--- src/rtl/assoc_cache_if.sv ---
// Core request/response and memory bus bundle for assoc_cache.
// master: core/memory side driver; slave: the cache itself.
interface assoc_cache_if #(
    parameter int ADDR_WIDTH = 32,
    parameter int DATA_WIDTH = 32
);
    logic                      req_valid;
    logic                      req_ready;
    logic                      req_we;
    logic                      req_byte;
    logic [ADDR_WIDTH-1:0]     req_addr;
    logic [DATA_WIDTH-1:0]     req_wdata;
    logic                      rsp_valid;
    logic [DATA_WIDTH-1:0]     rsp_rdata;
    logic                      rsp_hit;
    logic                      mem_req;
    logic                      mem_we;
    logic [ADDR_WIDTH-1:0]     mem_addr;
    logic [DATA_WIDTH-1:0]     mem_wdata;
    logic [DATA_WIDTH/8-1:0]   mem_be;
    logic                      mem_ready;
    logic [DATA_WIDTH-1:0]     mem_rdata;

    modport master (
        output req_valid, req_we, req_byte, req_addr, req_wdata,
        output mem_ready, mem_rdata,
        input  req_ready, rsp_valid, rsp_rdata, rsp_hit,
        input  mem_req, mem_we, mem_addr, mem_wdata, mem_be
    );

    modport slave (
        input  req_valid, req_we, req_byte, req_addr, req_wdata,
        input  mem_ready, mem_rdata,
        output req_ready, rsp_valid, rsp_rdata, rsp_hit,
        output mem_req, mem_we, mem_addr, mem_wdata, mem_be
    );
endinterface

--- src/rtl/assoc_cache.sv ---
// Two-way set-associative write-through data cache with per-set LRU.
// Ports: clk, rst_n (sync, active-low), flush, bus (slave), load counters.
module assoc_cache #(
    parameter int ADDR_WIDTH = 32,
    parameter int DATA_WIDTH = 32,
    parameter int NUM_SETS   = 8
) (
    input  logic        clk,
    input  logic        rst_n,
    input  logic        flush,
    assoc_cache_if.slave bus,
    output logic [31:0] total_accesses,
    output logic [31:0] total_hits,
    output logic [31:0] total_misses
);
    localparam int NB  = DATA_WIDTH / 8;
    localparam int OFF = $clog2(NB);
    localparam int IDX = $clog2(NUM_SETS);
    localparam int TAG = ADDR_WIDTH - IDX - OFF;

    typedef enum logic [1:0] {IDLE, FILL, WRITE, RESP} state_e;

    state_e                  state_q, state_d;
    logic [1:0][NUM_SETS-1:0] valid_q, valid_d;
    logic [NUM_SETS-1:0]     lru_q, lru_d;
    logic [TAG-1:0]          tag_q  [2][NUM_SETS];
    logic [TAG-1:0]          tag_d  [2][NUM_SETS];
    logic [DATA_WIDTH-1:0]   data_q [2][NUM_SETS];
    logic [DATA_WIDTH-1:0]   data_d [2][NUM_SETS];
    logic [ADDR_WIDTH-1:0]   addr_q, addr_d;
    logic [DATA_WIDTH-1:0]   wdata_q, wdata_d;
    logic [NB-1:0]           be_q, be_d;
    logic                    rsp_hit_q, rsp_hit_d;
    logic [DATA_WIDTH-1:0]   rsp_rdata_q, rsp_rdata_d;
    logic [31:0]             acc_q, acc_d, hits_q, hits_d, miss_q, miss_d;

    logic [IDX-1:0]          req_idx, fill_idx;
    logic [TAG-1:0]          req_tag, fill_tag;
    logic [OFF-1:0]          req_lane;
    logic [1:0]              hit_w;
    logic                    hit, hit_way, victim;
    logic [NB-1:0]           req_be;
    logic [DATA_WIDTH-1:0]   req_wrep;

    assign req_idx  = bus.req_addr[IDX+OFF-1:OFF];
    assign req_tag  = bus.req_addr[ADDR_WIDTH-1:IDX+OFF];
    assign req_lane = bus.req_addr[OFF-1:0];
    assign fill_idx = addr_q[IDX+OFF-1:OFF];
    assign fill_tag = addr_q[ADDR_WIDTH-1:IDX+OFF];

    assign hit_w[0] = valid_q[0][req_idx] && (tag_q[0][req_idx] == req_tag);
    assign hit_w[1] = valid_q[1][req_idx] && (tag_q[1][req_idx] == req_tag);
    assign hit      = |hit_w;
    assign hit_way  = hit_w[1];

    // First invalid way wins; only fall back to LRU when the set is full
    assign victim = !valid_q[0][fill_idx] ? 1'b0 :
                    !valid_q[1][fill_idx] ? 1'b1 : lru_q[fill_idx];

    // Byte stores replicate the byte across all lanes and strobe one
    assign req_be   = bus.req_byte ? NB'(1) << req_lane : '1;
    assign req_wrep = bus.req_byte ? {NB{bus.req_wdata[7:0]}} : bus.req_wdata;

    always_comb begin
        state_d     = state_q;
        valid_d     = valid_q;
        lru_d       = lru_q;
        tag_d       = tag_q;
        data_d      = data_q;
        addr_d      = addr_q;
        wdata_d     = wdata_q;
        be_d        = be_q;
        rsp_hit_d   = rsp_hit_q;
        rsp_rdata_d = rsp_rdata_q;
        acc_d       = acc_q;
        hits_d      = hits_q;
        miss_d      = miss_q;
        unique case (state_q)
            IDLE: begin
                if (flush) begin
                    valid_d = '0;
                    lru_d   = '0;
                end else if (bus.req_valid) begin
                    addr_d      = {bus.req_addr[ADDR_WIDTH-1:OFF], {OFF{1'b0}}};
                    rsp_hit_d   = hit;
                    rsp_rdata_d = '0;
                    if (bus.req_we) begin
                        wdata_d = req_wrep;
                        be_d    = req_be;
                        state_d = WRITE;
                        if (hit) begin
                            for (int k = 0; k < NB; k++) begin
                                if (req_be[k]) begin
                                    data_d[hit_way][req_idx][8*k +: 8] =
                                        req_wrep[8*k +: 8];
                                end
                            end
                            lru_d[req_idx] = ~hit_way;
                        end
                    end else begin
                        be_d  = '1;
                        acc_d = acc_q + 32'd1;
                        if (hit) begin
                            hits_d         = hits_q + 32'd1;
                            rsp_rdata_d    = data_q[hit_way][req_idx];
                            lru_d[req_idx] = ~hit_way;
                            state_d        = RESP;
                        end else begin
                            miss_d  = miss_q + 32'd1;
                            state_d = FILL;
                        end
                    end
                end
            end
            FILL: begin
                if (bus.mem_ready) begin
                    valid_d[victim][fill_idx] = 1'b1;
                    tag_d[victim][fill_idx]   = fill_tag;
                    data_d[victim][fill_idx]  = bus.mem_rdata;
                    lru_d[fill_idx]           = ~victim;
                    rsp_rdata_d               = bus.mem_rdata;
                    rsp_hit_d                 = 1'b0;
                    state_d                   = RESP;
                end
            end
            WRITE: begin
                if (bus.mem_ready) state_d = RESP;
            end
            RESP: state_d = IDLE;
            default: state_d = IDLE;
        endcase
    end

    always_ff @(posedge clk) begin
        if (!rst_n) begin
            state_q     <= IDLE;
            valid_q     <= '0;
            lru_q       <= '0;
            addr_q      <= '0;
            wdata_q     <= '0;
            be_q        <= '0;
            rsp_hit_q   <= 1'b0;
            rsp_rdata_q <= '0;
            acc_q       <= '0;
            hits_q      <= '0;
            miss_q      <= '0;
        end else begin
            state_q     <= state_d;
            valid_q     <= valid_d;
            lru_q       <= lru_d;
            addr_q      <= addr_d;
            wdata_q     <= wdata_d;
            be_q        <= be_d;
            rsp_hit_q   <= rsp_hit_d;
            rsp_rdata_q <= rsp_rdata_d;
            acc_q       <= acc_d;
            hits_q      <= hits_d;
            miss_q      <= miss_d;
        end
    end

    // Line storage needs no reset; valid bits gate it, and reset blocks writes
    always_ff @(posedge clk) begin
        if (rst_n) begin
            tag_q  <= tag_d;
            data_q <= data_d;
        end
    end

    assign bus.req_ready  = (state_q == IDLE) && !flush;
    assign bus.rsp_valid  = (state_q == RESP);
    assign bus.rsp_hit    = rsp_hit_q;
    assign bus.rsp_rdata  = rsp_rdata_q;
    assign bus.mem_req    = (state_q == FILL) || (state_q == WRITE);
    assign bus.mem_we     = (state_q == WRITE);
    assign bus.mem_addr   = addr_q;
    assign bus.mem_wdata  = wdata_q;
    assign bus.mem_be     = be_q;
    assign total_accesses = acc_q;
    assign total_hits     = hits_q;
    assign total_misses   = miss_q;
endmodule

--- src/flat_wrapper.sv ---
// flat-port wrapper written by rule: the top's interface ports become plain ports
module assoc_cache_flat 
#(
    parameter int ADDR_WIDTH = 32,
    parameter int DATA_WIDTH = 32,
    parameter int NUM_SETS   = 8
)
  (clk, rst_n, flush, total_accesses, total_hits, total_misses, bus_req_valid, bus_req_we, bus_req_byte, bus_req_addr, bus_req_wdata, bus_mem_ready, bus_mem_rdata, bus_req_ready, bus_rsp_valid, bus_rsp_rdata, bus_rsp_hit, bus_mem_req, bus_mem_we, bus_mem_addr, bus_mem_wdata, bus_mem_be);
  assoc_cache_if #(.ADDR_WIDTH(ADDR_WIDTH), .DATA_WIDTH(DATA_WIDTH)) bus_i ();
  input  logic clk;
  input  logic rst_n;
  input  logic flush;
  output logic [31:0] total_accesses;
  output logic [31:0] total_hits;
  output logic [31:0] total_misses;
  input wire logic [$bits(bus_i.req_valid)-1:0] bus_req_valid;
  input wire logic [$bits(bus_i.req_we)-1:0] bus_req_we;
  input wire logic [$bits(bus_i.req_byte)-1:0] bus_req_byte;
  input wire logic [$bits(bus_i.req_addr)-1:0] bus_req_addr;
  input wire logic [$bits(bus_i.req_wdata)-1:0] bus_req_wdata;
  input wire logic [$bits(bus_i.mem_ready)-1:0] bus_mem_ready;
  input wire logic [$bits(bus_i.mem_rdata)-1:0] bus_mem_rdata;
  output wire logic [$bits(bus_i.req_ready)-1:0] bus_req_ready;
  output wire logic [$bits(bus_i.rsp_valid)-1:0] bus_rsp_valid;
  output wire logic [$bits(bus_i.rsp_rdata)-1:0] bus_rsp_rdata;
  output wire logic [$bits(bus_i.rsp_hit)-1:0] bus_rsp_hit;
  output wire logic [$bits(bus_i.mem_req)-1:0] bus_mem_req;
  output wire logic [$bits(bus_i.mem_we)-1:0] bus_mem_we;
  output wire logic [$bits(bus_i.mem_addr)-1:0] bus_mem_addr;
  output wire logic [$bits(bus_i.mem_wdata)-1:0] bus_mem_wdata;
  output wire logic [$bits(bus_i.mem_be)-1:0] bus_mem_be;
  assign bus_i.req_valid = bus_req_valid;
  assign bus_i.req_we = bus_req_we;
  assign bus_i.req_byte = bus_req_byte;
  assign bus_i.req_addr = bus_req_addr;
  assign bus_i.req_wdata = bus_req_wdata;
  assign bus_i.mem_ready = bus_mem_ready;
  assign bus_i.mem_rdata = bus_mem_rdata;
  assign bus_req_ready = bus_i.req_ready;
  assign bus_rsp_valid = bus_i.rsp_valid;
  assign bus_rsp_rdata = bus_i.rsp_rdata;
  assign bus_rsp_hit = bus_i.rsp_hit;
  assign bus_mem_req = bus_i.mem_req;
  assign bus_mem_we = bus_i.mem_we;
  assign bus_mem_addr = bus_i.mem_addr;
  assign bus_mem_wdata = bus_i.mem_wdata;
  assign bus_mem_be = bus_i.mem_be;
  assoc_cache #(.ADDR_WIDTH(ADDR_WIDTH), .DATA_WIDTH(DATA_WIDTH), .NUM_SETS(NUM_SETS)) u_core (.clk(clk), .rst_n(rst_n), .flush(flush), .bus(bus_i), .total_accesses(total_accesses), .total_hits(total_hits), .total_misses(total_misses));
endmodule
--- config.mk ---
export PLATFORM = sky130hd
export DESIGN_NAME = assoc_cache_flat
export DESIGN_NICKNAME = d
export VERILOG_FILES = /design/src/rtl/assoc_cache_if.sv /design/src/rtl/assoc_cache.sv /design/src/flat_wrapper.sv
export SDC_FILE = /design/constraint.sdc
export NUM_CORES = 2
export LEC_CHECK = 0
export CAP_MARGIN = 20
export CORE_ASPECT_RATIO = 0.6
export CORE_MARGIN = 4
export CORE_UTILIZATION = 30
export CTS_CLUSTER_DIAMETER = 150
export DETAILED_ROUTE_END_ITERATION = 12
export GPL_TIMING_DRIVEN = 0
export PLACE_DENSITY = 0.53
export SLEW_MARGIN = 20
export SYNTH_ARGS = -nofsm -noshare
export SYNTH_HDL_FRONTEND = slang
export SYNTH_SLANG_ARGS = --single-unit
--- constraint.sdc ---
create_clock -name clk -period 11.2 [get_ports clk]
set_clock_uncertainty 0.15 [all_clocks]
set_input_delay 2.8 -clock clk [delete_from_list [all_inputs] [get_ports clk]]
set_output_delay 2.8 -clock clk [all_outputs]
set_load 0.01 [all_outputs]
-- Word-level counts from Yosys, hierarchy flattened
Cells that the tools add are included.
W data, S select, Z words.
- output and inout bits: 201
- memories: 0
- ROM bits: 0
- bits in registers: 1165
- input bits: 103
- RAM bits: 0
- bits in latches: 0
- logic and storage cells: 227
- divide/modulo/power cells: 0
- multiplexer cells: 114
- reduce and logical (&&, ||, !) cells: 27
- multiply operators: 0
- $add $sub $neg: 3
- equality and inequality tests: 14
- bitwise logic cells: 10
- shift operators: 1
- $lt $le $gt $ge: 14
- operator list (cell ; count):
    $mux W512 ; 24
    $bwmux W512 ; 5
    $mux W256 ; 8
    $demux W256 S1 ; 5
    $pmux W512 S2 ; 1
    $demux W32 S3 ; 5
    $bwmux W432 ; 1
    $mux W32 ; 10
    $demux W216 S1 ; 1
    $mux W216 ; 1
    $bmux W27 S3 ; 2
    $mux W27 ; 5
    $add A32 B1 Y32 const B ; 3
    $bmux W32 S3 ; 1
    $demux W27 S3 ; 1
    $pmux W32 S2 ; 1
    $eq A27 B27 Y1 ; 2
    $mux W16 ; 3
    $mux W8 ; 6
    $pmux W16 S2 ; 1
    $mux W24 ; 1
    $bwmux W8 ; 2
    $or A16 B16 Y16 ; 1
    $pmux W8 S2 ; 1
    36 further kinds ; 92

-- Depth between registers and ports, before layout
- depth after elaboration: 39
- depth in mapped cells: 19
- gate-level depth less buffers: 12

-- Worst setup path before layout
OpenSTA, ideal clock, no wires.
- kind: input to register
- from: input port bus_req_addr[2]
- to: register u_core.data_q[104] in the netlist's numbering (enable)
- required time: 10680 ps
- data arrival time: 6531 ps
- path buffers: 3
- stages: 13
- library setup time: 370 ps
- setup slack: 4149 ps
- cells stage by stage: buf_2 buf_2 mux4_2 mux2i_1 xor2_1 nand2_1 or4_1 nor4_4 a31oi_1 nand2b_1 a221o_1 buf_2 nor2_1
- cells in the longest elaborated chain, start to end: 9
- elaborated cells on any way between the ends: 18
- those cells by class: eq/ne (3); mux (10); bitwise (1); reduce/logical (4)
- RTL lines (element ; line ; RTL):
    start: declaration ; flat_wrapper.sv:19 ; input wire logic [$bits(bus_i.req_addr)-1:0] bus_req_addr;
    $not A3 Y4 (implied by the code) ; assoc_cache.sv:51, assoc_cache.sv:52 ;
    $bmux W27 S3 (on tied branches) ; assoc_cache.sv:52, assoc_cache.sv:51 ;
    $mux W27 (on tied branches) (2 in a row) ; assoc_cache.sv:52, assoc_cache.sv:51 ;
    $eq A27 B27 Y1 (on tied branches) ; assoc_cache.sv:52, assoc_cache.sv:51 ;
    $logic_and A1 B1 Y1 (on tied branches) ; assoc_cache.sv:52, assoc_cache.sv:51 ;
    $reduce_or A2 Y1 * ; assoc_cache.sv:53 ; assign hit = |hit_w;
    $ne A2 B1 Y1 (no source line) * ; n/a ;
    $reduce_and A7 Y1 (no source line) * ; n/a ;
    end signal: assignment ; assoc_cache.sv:166 ; data_q <= data_d;
    end: declaration ; assoc_cache.sv:28 ; logic [DATA_WIDTH-1:0] data_q [2][NUM_SETS];
Mark *: on every way between the ends. The rest lies on a longest branch, timed or not. The select of a mux whose other input is x is not followed.
A chain may end at the register's enable or synchronous reset.

-- Final worst setup path
- from: input port bus_req_addr[4]
- to: register u_core.data_q[56] in the netlist's numbering (enable)
Same word-level chain as after synthesis.

==> impl_metrics.ini <==
[grt]
antenna_found_initial = 18
overflow = 0
grt_max_degree = 20
grt_pass1_wl_mm = 322
grt_use_total_pct = 25.3
first_global_vias = 38225

[setup_path]
crit_type = input pin to register
max_stage_delay_ns = 1.06
crit_path_frequent_cell = buf_6
startpoint = bus_req_addr[4]
critPathLaunchType = input pin
critical_path_arrival_ns = 10.06
rr_worst_depth = 13
crit_fanout = 10
slowest_stage = nor2_1
worstSetupEndpointType = register
worstReg2RegStart = u_core.tag_q[41]
cp.required_ns = 11.40
crit_chain = clkdlybuf4s50_1 -> nand2b_1 -> clkbuf_1 -> o22ai_1 -> o21ai_0 -> nand4_1 -> or4_1 -> nor4_4 -> buf_6 -> buf_6 -> buf_6 -> nand2_1 -> nor2_1 -> a21oi_1 -> nor2_1

[placement]
portBuffers = 264
hpwl_mm = 171
dpl-instance-area_sq_um = 58800
gp_congestion = 1.02
dpl_worst_slack_ns = 0.947

[detailed_routing]
drt_pass1_iterations = 9
antenna_left = 0
drtIter0Drc = 7479
routed_wl_mm = 240
drc = 0
vias = 41802
post_drt_wl_per_cell_um = 33.8
viasPerCell = 5.87

[pwr]
ir_drop_v = 0.000125
p_leak_nw = 20.0
powerDensity_nw_per_um2 = 169

[worst_hold_path]
hold_path_depth = 2
hold_start = u_core.bus.mem_wdata[2]
hp-class = register to register

[logic_synthesis]
syn-instance-count = 4257
synthAdderAreaFrac_pct = 0.191
yosys_warnings = 0
synth-compound-area-share_pct = 11.5
ys_types = 85
synthMuxAreaShare_pct = 10.4
syn-mean-instance-area_sq_um = 12.3
ys.flop_type = edfxtp_1
synth_area_sq_um = 52500
synth_edf_count = 944
synthArstFlopShare_pct = 0
ys_seq_area_share_pct = 62.5
yosys.area_share.simple_pct = 10.4
synth_top_family_by_area = compound AO/OA/AOI/OAI gates
synth_seq_cells = 1165
synth_xor_xnor_area_share_pct = 1.37

[timing]
tightest_slew_ns = 1.35
layout_min_cycle_time_ns = 9.86
fin_crit_sh_pct = 88.0
finalSetupViolCount = 0
whs_ns = 0.314
relSlewSlack_pct = 9.59
drv_slew = 0
max_freq_ghz = 0.101
rsz0062_at_grt = false
timing.final.ws_setup_ns = 1.34
hold_viol = 0

[die]
die_y_um = 332
dieArea_sq_um = 182000
die_x_um = 548
core_area_sq_um = 173000
io_pins = 304
start_util_pct = 30.3
rows = 118

[cells_and_area]
area_growth_pct = 19.5
drive_gt1_share_pct = 12.7
fill_cells = 16820
final_cell_mix = edfxtp_1, nand2_1, o22ai_1
num-nets-final = 4779
fin_area_sq_um = 62700
final_common_cell = edfxtp_1

[clock_tree]
post_cts_buffers = 0
cts-hold-fix-buffers = 0
ctsLongestPathBuffers = 3
clk_pin_slew_ns = 0.07
clockRootBuffer = clkbuf_16
clk_latency_ns = 0.77
cts_buffers = 116
tritoncts = built
clock-sinks = 1165
cts_resized = 0
cts.htree.levels = 3

[outcome]
status = completed

[job]
maxCapViolations = 0
==> critical path: cells and delay by family <==
kind	cells	cell delay, ns
AO/OA/AOI/OAI	3	1.01
buffers and inverters	5	2.53
AND/OR/NAND/NOR	7	3.66
==> area by class of cell <==
type                    count  area (sq um)  share of cell area [%]
inverters                  43           161                   0.257
repair buffers            292          3150                    5.03
well taps                2340          2930                    4.67
plain buffers             385          1800                    2.88
flip-flops and latches   1165         32800                    52.3
clock inverters            66           639                    1.02
clock buffers             152          3170                    5.06
multi-input cells        2665         18000                    28.8
diodes                      9          22.5                  0.0359
==> flip-flops by register name, summed over array words and instances (netlist names) <==
signal                 count
u_core.bus.mem_addr       30
u_core.bus.mem_be          4
u_core.bus.mem_wdata      32
u_core.bus.rsp_hit         1
u_core.bus.rsp_rdata      32
u_core.data_q            512
u_core.lru_q               8
u_core.state_q             2
u_core.tag_q             432
u_core.total_accesses     32
u_core.total_hits         32
u_core.total_misses       32
u_core.valid_q            16
==> layer usage <==
metal	share of wire, %	GRT usage, %
met4	3.7	8.30
met2	38	32.1
met5	0.12	0.942
met3	17	12.2
met1	42	36.9
==> per-stage QoR <==
stage / util, % / power, mW / TNS [ns] / instances
after floorplan: - / 5.69 / 0 / 4258
after detailed placement: 34.0 / 6.55 / 0 / 6887
after global routing: 36.2 / 10.8 / 0 / 7114
after CTS: 36.2 / 10.5 / 0 / 7105
final: 36.2 / 10.6 / 0 / 7117
after global placement: 33.5 / 6.52 / -0.0612 / 6862
==> path summary, 6_finish.rpt <==
kind	end	slack, ns
worst max register to register	u_core.data_q[56]	4.29
worst min-delay path	u_core.bus.mem_wdata[2]	0.31
worst max-delay path	u_core.data_q[56]	1.34
worst min register to register	u_core.bus.mem_wdata[2]	0.31
==> synth_stat cells, drive strengths merged (12+ instances only) <==
library cell | count | area share (%)
a211oi | 29 | 0.41
a21oi | 145 | 1.4
a22oi | 31 | 0.44
a31oi | 38 | 0.45
and2 | 19 | 0.23
and3 | 19 | 0.23
buf | 157 | 1.7
clkbuf | 228 | 1.6
dfxtp | 221 | 8.4
edfxtp | 944 | 54
inv | 43 | 0.31
mux2 | 28 | 0.60
mux2i | 215 | 4.1
mux4 | 133 | 5.7
nand2 | 557 | 4.0
nand2b | 33 | 0.39
nand3 | 45 | 0.43
nand4 | 30 | 0.36
nor2 | 310 | 2.2
nor3 | 26 | 0.26
nor4 | 18 | 0.46
o2111ai | 13 | 0.22
o21ai | 338 | 3.2
o22ai | 322 | 3.8
or3 | 62 | 0.74
or4 | 12 | 0.18
xnor2 | 37 | 0.62
xor2 | 45 | 0.75
==> cell families after synthesis <==
group,count (synthesis)
xor gates and xnor gates,82
muxes,376
buffers and inverters,428
other,1
adders and majority gates,8
and+or+nand+nor,1193
AOI/OAI and AO/OA,1004
DFF,1165
==> power breakdown <==
| group | total (mW) | switching, mW | internal, mW |
|---|---|---|---|
| clock network | 4.05 | 1.82 | 2.23 |
| logic | 1.62 | 1.20 | 0.424 |
| registers | 4.93 | 0.145 | 4.79 |
(Power assumes the default switching activity.)
